**src/rtl/arqui_merge_pkg.sv**
```systemverilog
// Shared constants, FSM encoding and the round-robin grant helper for the two-lane merge.
package arqui_merge_pkg;

  localparam int unsigned DEF_DATA_SIZE  = 6;
  localparam int unsigned DEF_FIFO_DEPTH = 4;
  localparam int unsigned DEF_ADDR_SIZE  = 2;
  localparam int unsigned DEF_AF_THRESH  = 3;

  typedef enum logic [1:0] {
    ST_IDLE   = 2'd0,
    ST_ACTIVE = 2'd1,
    ST_ERROR  = 2'd2
  } state_t;

  // Lone non-empty lane wins; with both non-empty, the lane not served last wins.
  function automatic logic pick_lane(input logic ne0, input logic ne1, input logic last_grant);
    logic lane;
    if (ne0 && ne1) begin
      lane = ~last_grant;
    end else begin
      lane = ne1;
    end
    return lane;
  endfunction

endpackage

```
**src/rtl/arqui_merge_if.sv**
```systemverilog
// Lane write strobes, merged output stream and status flags of the two-lane merge.
interface arqui_merge_if #(
  parameter int unsigned DATA_SIZE = arqui_merge_pkg::DEF_DATA_SIZE
) ();

  logic                 push0;
  logic [DATA_SIZE-1:0] data_in0;
  logic                 push1;
  logic [DATA_SIZE-1:0] data_in1;
  logic                 ready_out;
  logic [DATA_SIZE-1:0] data_out;
  logic                 valid_out;
  logic                 lane_out;
  logic                 almost_full0;
  logic                 almost_full1;
  logic                 error_out;
  logic                 idle_out;

  modport master (
    output push0, data_in0, push1, data_in1, ready_out,
    input  data_out, valid_out, lane_out, almost_full0, almost_full1, error_out, idle_out
  );

  modport slave (
    input  push0, data_in0, push1, data_in1, ready_out,
    output data_out, valid_out, lane_out, almost_full0, almost_full1, error_out, idle_out
  );

endinterface

```
**src/rtl/arqui_merge_lane_fifo.sv**
```systemverilog
// Per-lane FIFO with combinational head word; a push on a full FIFO lands only if it is popped
// in the same cycle, otherwise the push is ignored and the caller flags the overflow.
module lane_fifo #(
  parameter int unsigned DATA_SIZE  = 6,
  parameter int unsigned FIFO_DEPTH = 4,
  parameter int unsigned ADDR_SIZE  = 2
) (
  input  logic                 clk,
  input  logic                 reset,
  input  logic                 push,
  input  logic                 pop,
  input  logic [DATA_SIZE-1:0] data_in,
  output logic [DATA_SIZE-1:0] data_out,
  output logic [ADDR_SIZE:0]   count,
  output logic                 full,
  output logic                 empty
);

  localparam int unsigned CW = ADDR_SIZE + 1;

  logic [DATA_SIZE-1:0] mem_q [FIFO_DEPTH];
  logic [DATA_SIZE-1:0] mem_d [FIFO_DEPTH];
  logic [ADDR_SIZE-1:0] wr_ptr_q, wr_ptr_d;
  logic [ADDR_SIZE-1:0] rd_ptr_q, rd_ptr_d;
  logic [CW-1:0]        count_q, count_d;
  logic                 wr_en, rd_en;

  assign full     = (count_q == CW'(FIFO_DEPTH));
  assign empty    = (count_q == '0);
  assign count    = count_q;
  assign data_out = mem_q[rd_ptr_q];
  assign rd_en    = pop & ~empty;
  assign wr_en    = push & (~full | rd_en);

  always_comb begin
    mem_d    = mem_q;
    wr_ptr_d = wr_ptr_q;
    rd_ptr_d = rd_ptr_q;
    count_d  = count_q;
    if (wr_en) begin
      mem_d[wr_ptr_q] = data_in;
      wr_ptr_d        = wr_ptr_q + ADDR_SIZE'(1);
    end
    if (rd_en) begin
      rd_ptr_d = rd_ptr_q + ADDR_SIZE'(1);
    end
    case ({wr_en, rd_en})
      2'b10:   count_d = count_q + CW'(1);
      2'b01:   count_d = count_q - CW'(1);
      default: count_d = count_q;
    endcase
  end

  always_ff @(posedge clk) begin
    if (reset) begin
      wr_ptr_q <= '0;
      rd_ptr_q <= '0;
      count_q  <= '0;
    end else begin
      wr_ptr_q <= wr_ptr_d;
      rd_ptr_q <= rd_ptr_d;
      count_q  <= count_d;
    end
    mem_q <= mem_d;
  end

endmodule

```
**src/rtl/arqui_merge.sv**
```systemverilog
// Merges two lane FIFOs round-robin onto one registered valid/ready stream; 2 edges push-to-valid.
// The output register holds while valid_out & !ready_out; almost_full flags throttle the lane sources.
module arqui_merge import arqui_merge_pkg::*; #(
  parameter int unsigned DATA_SIZE  = DEF_DATA_SIZE,
  parameter int unsigned FIFO_DEPTH = DEF_FIFO_DEPTH,
  parameter int unsigned ADDR_SIZE  = DEF_ADDR_SIZE,
  parameter int unsigned AF_THRESH  = DEF_AF_THRESH
) (
  input logic          clk,
  input logic          reset,
  arqui_merge_if.slave bus
);

  localparam int unsigned CW = ADDR_SIZE + 1;

  logic [1:0]           push, pop, full, empty;
  logic [DATA_SIZE-1:0] head0, head1;
  logic [CW-1:0]        count0, count1;

  logic [DATA_SIZE-1:0] data_out_q, data_out_d;
  logic                 valid_q, valid_d;
  logic                 lane_q, lane_d;
  logic                 error_q, error_d;
  logic                 last_grant_q, last_grant_d;
  state_t               state_q, state_d;

  logic                 load_en, any_ne, grant, overflow, busy;

  assign push = {bus.push1, bus.push0};

  lane_fifo #(
    .DATA_SIZE (DATA_SIZE),
    .FIFO_DEPTH(FIFO_DEPTH),
    .ADDR_SIZE (ADDR_SIZE)
  ) u_lane0 (
    .clk     (clk),
    .reset   (reset),
    .push    (push[0]),
    .pop     (pop[0]),
    .data_in (bus.data_in0),
    .data_out(head0),
    .count   (count0),
    .full    (full[0]),
    .empty   (empty[0])
  );

  lane_fifo #(
    .DATA_SIZE (DATA_SIZE),
    .FIFO_DEPTH(FIFO_DEPTH),
    .ADDR_SIZE (ADDR_SIZE)
  ) u_lane1 (
    .clk     (clk),
    .reset   (reset),
    .push    (push[1]),
    .pop     (pop[1]),
    .data_in (bus.data_in1),
    .data_out(head1),
    .count   (count1),
    .full    (full[1]),
    .empty   (empty[1])
  );

  assign load_en = ~valid_q | bus.ready_out;
  assign any_ne  = ~(empty[0] & empty[1]);
  assign grant   = pick_lane(~empty[0], ~empty[1], last_grant_q);
  assign busy    = any_ne | valid_q;

  always_comb begin
    pop          = '0;
    data_out_d   = data_out_q;
    valid_d      = valid_q;
    lane_d       = lane_q;
    last_grant_d = last_grant_q;
    if (load_en) begin
      if (any_ne) begin
        pop[grant]   = 1'b1;
        data_out_d   = grant ? head1 : head0;
        lane_d       = grant;
        valid_d      = 1'b1;
        last_grant_d = grant;
      end else begin
        valid_d = 1'b0;
      end
    end
  end

  // A full lane only overflows when its head is not leaving in the same cycle.
  assign overflow = |(push & full & ~pop);
  assign error_d  = error_q | overflow;

  always_comb begin
    state_d = state_q;
    unique case (state_q)
      ST_IDLE:   if (busy)  state_d = ST_ACTIVE;
      ST_ACTIVE: if (!busy) state_d = ST_IDLE;
      default:   state_d = ST_ERROR;
    endcase
    if (overflow) begin
      state_d = ST_ERROR;
    end
  end

  always_ff @(posedge clk) begin
    if (reset) begin
      data_out_q   <= '0;
      valid_q      <= 1'b0;
      lane_q       <= 1'b0;
      error_q      <= 1'b0;
      last_grant_q <= 1'b1;
      state_q      <= ST_IDLE;
    end else begin
      data_out_q   <= data_out_d;
      valid_q      <= valid_d;
      lane_q       <= lane_d;
      error_q      <= error_d;
      last_grant_q <= last_grant_d;
      state_q      <= state_d;
    end
  end

  assign bus.data_out     = data_out_q;
  assign bus.valid_out    = valid_q;
  assign bus.lane_out     = lane_q;
  assign bus.error_out    = error_q;
  assign bus.almost_full0 = (count0 >= CW'(AF_THRESH));
  assign bus.almost_full1 = (count1 >= CW'(AF_THRESH));
  assign bus.idle_out     = empty[0] & empty[1] & ~valid_q;

endmodule
```
**src/flat_wrapper.sv**
```systemverilog
// flat-port wrapper written by rule: the top's interface ports become plain ports
module arqui_merge_flat import arqui_merge_pkg::*;
#(
  parameter int unsigned DATA_SIZE  = DEF_DATA_SIZE,
  parameter int unsigned FIFO_DEPTH = DEF_FIFO_DEPTH,
  parameter int unsigned ADDR_SIZE  = DEF_ADDR_SIZE,
  parameter int unsigned AF_THRESH  = DEF_AF_THRESH
)
  (clk, reset, bus_push0, bus_data_in0, bus_push1, bus_data_in1, bus_ready_out, bus_data_out, bus_valid_out, bus_lane_out, bus_almost_full0, bus_almost_full1, bus_error_out, bus_idle_out);
  arqui_merge_if #(.DATA_SIZE(DATA_SIZE)) bus_i ();
  input logic clk;
  input logic reset;
  input wire logic [$bits(bus_i.push0)-1:0] bus_push0;
  input wire logic [$bits(bus_i.data_in0)-1:0] bus_data_in0;
  input wire logic [$bits(bus_i.push1)-1:0] bus_push1;
  input wire logic [$bits(bus_i.data_in1)-1:0] bus_data_in1;
  input wire logic [$bits(bus_i.ready_out)-1:0] bus_ready_out;
  output wire logic [$bits(bus_i.data_out)-1:0] bus_data_out;
  output wire logic [$bits(bus_i.valid_out)-1:0] bus_valid_out;
  output wire logic [$bits(bus_i.lane_out)-1:0] bus_lane_out;
  output wire logic [$bits(bus_i.almost_full0)-1:0] bus_almost_full0;
  output wire logic [$bits(bus_i.almost_full1)-1:0] bus_almost_full1;
  output wire logic [$bits(bus_i.error_out)-1:0] bus_error_out;
  output wire logic [$bits(bus_i.idle_out)-1:0] bus_idle_out;
  assign bus_i.push0 = bus_push0;
  assign bus_i.data_in0 = bus_data_in0;
  assign bus_i.push1 = bus_push1;
  assign bus_i.data_in1 = bus_data_in1;
  assign bus_i.ready_out = bus_ready_out;
  assign bus_data_out = bus_i.data_out;
  assign bus_valid_out = bus_i.valid_out;
  assign bus_lane_out = bus_i.lane_out;
  assign bus_almost_full0 = bus_i.almost_full0;
  assign bus_almost_full1 = bus_i.almost_full1;
  assign bus_error_out = bus_i.error_out;
  assign bus_idle_out = bus_i.idle_out;
  arqui_merge #(.DATA_SIZE(DATA_SIZE), .FIFO_DEPTH(FIFO_DEPTH), .ADDR_SIZE(ADDR_SIZE), .AF_THRESH(AF_THRESH)) u_core (.clk(clk), .reset(reset), .bus(bus_i));
endmodule
```
**config.mk**
```make
export PLATFORM = sky130hd
export DESIGN_NAME = arqui_merge_flat
export DESIGN_NICKNAME = d
export VERILOG_FILES = /design/src/rtl/arqui_merge_pkg.sv /design/src/rtl/arqui_merge_if.sv /design/src/rtl/arqui_merge_lane_fifo.sv /design/src/rtl/arqui_merge.sv /design/src/flat_wrapper.sv
export SDC_FILE = /design/constraint.sdc
export NUM_CORES = 1
export LEC_CHECK = 0
export ABC_CLOCK_PERIOD_IN_PS = 6200
export BUFFER_PORTS_ARGS = -buffer_cell sky130_fd_sc_hd__buf_2
export CORE_ASPECT_RATIO = 1.2
export CORE_MARGIN = 2
export CORE_UTILIZATION = 50
export CTS_CLUSTER_SIZE = 40
export DETAILED_ROUTE_END_ITERATION = 16
export PLACE_DENSITY = 0.8
export SLEW_MARGIN = 40
export SYNTH_ARGS = -nofsm -noshare
export SYNTH_HDL_FRONTEND = slang
export SYNTH_SLANG_ARGS = --single-unit
```
**constraint.sdc**
```tcl
create_clock -name clk -period 6.2 [get_ports clk]
set_input_delay 0.62 -clock clk [delete_from_list [all_inputs] [get_ports clk]]
set_output_delay 0.62 -clock clk [all_outputs]
set_load 0.03 [all_outputs]
```
==> results_dict.tcl, run 1 <==
set metrics [dict create \
    clock-sinks 72 \
    initial_core_util_pct 50.94 \
    num_rows 31 \
    post_cts_resize_count 0 \
    nets 266 \
    ff_latch_area_um2 1922 \
    die_x_um 74.98 \
    area_delta_synth_final_pct 12.67 \
    drtIter0Drc 121 \
    cellLeakagePower_nw 1.271 \
    routed_wl_um 5032 \
    gr-usage-all-layers_pct 16.77 \
    via_count 1689 \
    synth_top_area_share_pct 47.68 \
    clock_skew_ps 5.710 \
    cts_hold_buf 0 \
    h-tree-depth 3 \
    antenna_found_initial 0 \
    pre_cts_ws_ps 3493 \
    hp-class "in -> reg" \
    detail_route.wl_per_cell_um 15.53 \
    arrival_ps 2870 \
    numPortBuffers 28 \
    cts_tree "built" \
    vias_per_cell 5.213 \
    cts.clk_slew.worst_paths_ps 70 \
    numCtsBuffers 9 \
    p_clk_share_pct 23.6 \
    num_antenna_cells 0 \
    synth.cell_area_um2 3023 \
    hpwl_um 3536 \
    crit_path_end_kind "register" \
    syn_nets 237 \
    grt_pass1_wl_um 7783 \
    mostFrequentLayoutCell "edfxtp_1" \
    core_region_area_um2 5934 \
    multi_input_area_um2 1001 \
    start_kind "register" \
    synth.yosys.warnings 0 \
    drv_slew 0 \
    cts_buffer_depth 2 \
    power_switching_w 0.0005152 \
    dr.pass1.iters 4 \
    r2r_setup_slack_ps 3620 \
    die_y_um 89.18 \
    dieArea_um2 6686 \
    max_slew_margin_pct 65.44 \
    worst_slew_pin_slew_ps 517.7 \
    crit_fanout 9 \
    pwr-share-seq_pct 44.3 \
    period_needed_ps 2585 \
    boundaryPins 29 \
    status "completed" \
    cts-root-buf "clkbuf_8" \
    yosysSeqAreaShare_pct 63.58 \
    maxCapViolCount 0 \
    worst_slack_ps 3615 \
    syn_avg_cell_area_um2 14.53 \
    drive_above_1_share_pct 23.97 \
    final_cell_mix "48 x edfxtp_1, 28 x buf_2, 24 x nor2_1, 24 x dfxtp_1, 14 x inv_1" \
    synth_top_area_cell "edfxtp_1" \
    synth_cell_types 35 \
    postCtsSetupBuffers 0 \
    ant_nets 0 \
    synth-seq-cells 72 \
    path_class "reg -> reg" \
    worst_skew_pair.late_latency_ps 350 \
    setup_viol 0 \
    finalSetupTns_ps 0 \
    internal-power_w 0.0009693 \
    fin_crit_sh_pct 41.69 \
    grt_max_degree 29 \
    worstPathRequired_ps 6480 \
    route.detailed.drc 0 \
    nFillCells 459 \
    synth_area_leaders "edfxtp_1 48%, dfxtp_1 16%, mux4_2 8.9%, ha_1 4.1%, nor2_1 3.0%" \
    p_comb_share_pct 32.1 \
    first_global_vias 1623 \
    gp_congestion 0.8003 \
    p_sw_share_pct 34.71 \
    netlist_instances 208 \
    fmax_ghz 0.3869 \
    vdd.ir_drop.worst_uv 187.0 \
    grt_overflow_total 0 \
    grt_setup_unrepaired "false" \
    pwr_density_cell_nw_per_um2 435.9 \
    timing.final.hold_violations 0 \
]
==> Yosys cell counts, drive strengths merged <==
master   instances
nor3             4
nand2b           5
ha              10
a21o             2
o211a            1
mux4            12
buf              3
fa               2
xor2             6
nand4            2
and3             1
a211o            1
edfxtp          48
nor2            24
o2111ai          1
mux2             2
mux2i            2
nor2b            1
o21ai            4
or3              4
nand2            2
and2             8
o31ai            1
a222oi           6
inv             14
a41oi            1
clkbuf           7
xnor2            2
a31oi            2
a21oi            6
dfxtp           24
==> power groups by stage <==
| stage | clock [W] | sequential [W] | combinational (W) |
|---|---|---|---|
| finish | 0.000350 | 0.000658 | 0.000477 |
| global route | 0.000377 | 0.000669 | 0.000527 |
| CTS | 0.000357 | 0.000659 | 0.000480 |
| detailed placement | 0 | 0.000670 | 0.000477 |
| global placement | 0 | 0.000668 | 0.000467 |
| floorplan | 0 | 0.000664 | 0.000386 |
==> final cells by class <==
type / count / area share (%)
inverters: 14 / 1.543
clock inverters: 6 / 1.763
clock buffers: 10 / 3.747
multi-input cells: 112 / 29.39
well taps: 82 / 3.012
flip-flops and latches: 72 / 56.43
repair buffers: 28 / 4.115
==> state kept, by name (all words and copies together), names as in the netlist <==
| register | flops |
|---|---|
| u_core.u_lane1.rd_ptr_q | 2 |
| u_core.bus.valid_out | 1 |
| u_core.u_lane0.rd_ptr_q | 2 |
| u_core.u_lane1.wr_ptr_q | 2 |
| u_core.u_lane0.mem_q | 24 |
| u_core.bus.data_out | 6 |
| u_core.bus.lane_out | 1 |
| u_core.u_lane0.wr_ptr_q | 2 |
| u_core.bus.error_out | 1 |
| u_core.u_lane1.mem_q | 24 |
| u_core.last_grant_q | 1 |
| u_core.u_lane1.count | 3 |
| u_core.u_lane0.count | 3 |
==> critical path, cell delays in order, from the launching register on <==
cell and delay [ps]:
dfxtp_1 370, o31ai_1 450, and3_1 420, ha_1 250, inv_1 60, fa_1 370, xor2_1 160, or3_1 310
a21oi_1 140
==> worst paths after layout <==
check,start,to,cells after the start
worst min register to register,u_core.bus.lane_out,u_core.bus.lane_out,2
worst max-delay path,u_core.u_lane0.count[0],u_core.u_lane1.count[2],8
worst min-delay path,bus_data_in0[4],u_core.u_lane0.mem_q[10],1
worst max register to register,u_core.u_lane0.count[0],u_core.u_lane1.count[2],8
==> through the flow <==
stage / total power (W) / instance area, um^2 / utilization [%] / hold WS (ps) / instances
floorplan: 0.001050 / 3023 / - / 481.8 / 208
global placement: 0.001136 / 3218 / 54.23 / 485.0 / 308
detailed placement: 0.001146 / 3218 / 54.23 / 492.6 / 308
CTS: 0.001496 / 3406 / 57.39 / 470.6 / 324
global route: 0.001574 / 3406 / 57.39 / 475.9 / 324
finish: 0.001485 / 3406 / 57.39 / 480.2 / 324
==> layer usage <==
layer | vias up | wire length, um | share of wire, % | track usage [%]
li1 | 824 | - | - | -
met4 | 0 | 143 | 2.8 | 9.740
met5 | - | 0 | 0 | 0
met3 | 11 | 262 | 5.2 | 6.088
met1 | 810 | 2168 | 43 | 20.06
met2 | 44 | 2458 | 49 | 26.00
==> logic make-up (layout without fill, tap and decap cells) <==
group / after synthesis / in the layout / share of synthesized area, %
flip-flops: 72 / 72 / 63.58
AND/OR/NAND/NOR: 51 / 51 / 8.568
AO/OA/AOI/OAI: 25 / 25 / 6.416
buffers and inverters: 24 / 58 / 3.311
multiplexers: 16 / 16 / 10.35
adder cells (fa/ha/maj): 12 / 12 / 5.464
XOR/XNOR: 8 / 8 / 2.318
(Power assumes the default switching activity.)
==> run 2, diff against run 1 <==
--- a/config.mk
+++ b/config.mk
@@ -5,7 +5,7 @@
 export SDC_FILE = /design/constraint.sdc
 export NUM_CORES = 1
 export LEC_CHECK = 0
-export ABC_CLOCK_PERIOD_IN_PS = 6200
+export ABC_CLOCK_PERIOD_IN_PS = 2650
 export BUFFER_PORTS_ARGS = -buffer_cell sky130_fd_sc_hd__buf_2
 export CORE_ASPECT_RATIO = 1.2
 export CORE_MARGIN = 2
==> constraint.sdc (replaced) <==
create_clock -name clk -period 2.65 [get_ports clk]
set_input_delay 0.265 -clock clk [delete_from_list [all_inputs] [get_ports clk]]
set_output_delay 0.265 -clock clk [all_outputs]
set_load 0.03 [all_outputs]
==> run 2 against run 1 <==
Core utilization grew 1.2 points. Register-to-register slack worse by 3400 ps. Clock-buffer cell count down 1. Sequential power increased by 130%. Die area did not move. Clock skew grew 1.2 ps. Routed wire length grew 2.5%. Via count increased by 1.5%.
==> results_dict.tcl, run 2 (synthesis gave the netlist of run 1 again) <==
set metrics [dict create \
    initial_core_util_pct 50.94 \
    clock_skew_ps 6.958 \
    total_power_w 0.003721 \
    nFillCells 463 \
    fin_crit_sh_pct 92.78 \
    gp_congestion 0.7998 \
    vdd.ir_drop.worst_uv 346.9 \
    r2r-start "u_core.u_lane0.count[2]" \
    status "completed" \
    finalSetupTns_ps 0 \
    path_class "reg -> reg" \
    num_rows 31 \
    grt_overflow_total 0 \
    ff_latch_area_um2 1922 \
    arrival_ps 2720 \
    worst_skew_pair.late_latency_ps 330 \
    r2r_cells 8 \
    mostFrequentLayoutCell "edfxtp_1" \
    setup_viol 0 \
    core_region_area_um2 5934 \
    vias_per_cell 5.258 \
    cts_tree "built" \
    period_needed_ps 2459 \
    hp-class "in -> reg" \
    numCtsBuffers 9 \
    dieArea_um2 6686 \
    area_delta_synth_final_pct 15.02 \
    holdPathStages 1 \
    drtIter0Drc 182 \
    hpwl_um 3707 \
    h-tree-depth 3 \
    multi_input_area_um2 1001 \
    final_cell_mix "48 x edfxtp_1, 28 x buf_2, 24 x nor2_1, 24 x dfxtp_1, 14 x inv_1" \
    use_met2_pct 29.51 \
    cts_hold_buf 0 \
    num_antenna_cells 0 \
    timing.final.hold_violations 0 \
    nets 268 \
    start_kind "register" \
    crit_path_end_kind "register" \
    gr-usage-met1_pct 19.57 \
    gr-usage-all-layers_pct 17.14 \
    max_slew_margin_pct 66.20 \
    die_x_um 74.98 \
    routed_wl_um 5158 \
    hp-start "bus_data_in1[2]" \
    grt_pass1_wl_um 7969 \
    postCtsSetupBuffers 0 \
    ant_nets 0 \
    clock-sinks 72 \
    pwr_density_cell_nw_per_um2 1070 \
    placed_area_um2 3233 \
    worstPathRequired_ps 2910 \
    crit_start "u_core.u_lane0.count[2]" \
    boundaryPins 29 \
    crit_fanout 8 \
    antenna_found_initial 0 \
    via_count 1714 \
    dr.pass1.iters 4 \
    grt_setup_unrepaired "false" \
    numPortBuffers 28 \
    post_cts_resize_count 0 \
    cts.clk_slew.worst_paths_ps 70 \
    detail_route.wl_per_cell_um 15.82 \
    die_y_um 89.18 \
    cts_buffer_depth 2 \
    route.detailed.drc 0 \
    cts-root-buf "clkbuf_8" \
    first_global_vias 1686 \
    drive_above_1_share_pct 25.41 \
    grt_use_met3_pct 3.608 \
    drv_slew 0 \
    hold_ws_ps 145.5 \
    cellLeakagePower_nw 1.307 \
    grt_max_degree 29 \
    maxCapViolCount 0 \
    worst_slew_pin_slew_ps 506.3 \
    fmax_ghz 0.4067 \
    busiest_layer "met2" \
    stdcell_area_um2 3477 \
]
==> run 2: cell types whose count changed in the layout (fill, tap and decap cells not counted), sizes merged <==
cell,change
clkbuf,-1
buf,+2
clkinv,-1
bufinv,+2
==> run 2: worst max-delay path, stage by stage (launching register included) <==
cell and delay (ps):
dfxtp_1 450, or3_1 270, o211a_1 370, ha_1 250, inv_1 60, fa_1 370, xor2_1 150, or3_1 300
a21oi_1 160
==> run 2: path summary, 6_finish.rpt <==
path,endpoint,slack (ps)
worst max-delay path,u_core.u_lane0.count[2],190
worst min-delay path,u_core.u_lane1.mem_q[2],150
worst max register to register,u_core.u_lane0.count[2],190
worst min register to register,u_core.bus.data_out[3],530
==> run 2: cell type report <==
cell class,count,share of cell area (%)
Inverter,14,1.511
Sequential cell,72,55.27
Clock inverter,7,3.454
Multi-Input combinational cell,112,28.79
Clock buffer,9,3.562
Timing Repair Buffer,30,4.462
Tap cell,82,2.951
==> run 2: routing by layer <==
| metal | up-vias | routed length, um |
|---|---|---|
| met5 | - | 0 |
| met4 | 0 | 44 |
| met3 | 2 | 203 |
| met2 | 44 | 2836 |
| met1 | 835 | 2073 |
| li1 | 833 | - |
==> run 2: through the flow <==
step,setup slack [ps],utilization [%],instances
finish,191.4,58.59,326
global route,57.61,58.59,326
CTS,183.3,58.59,326
detailed placement,232.5,54.48,310
global placement,345.2,54.48,310
floorplan,317.7,-,208
==> run 2: power by group <==
part / leakage, nW / total, W / switching, W / internal (W)
Combinational: 0.549 / 0.00116 / 0.000672 / 0.000491
Sequential: 0.638 / 0.00154 / 0.000172 / 0.00137
Clock: 0.119 / 0.00102 / 0.000393 / 0.000626
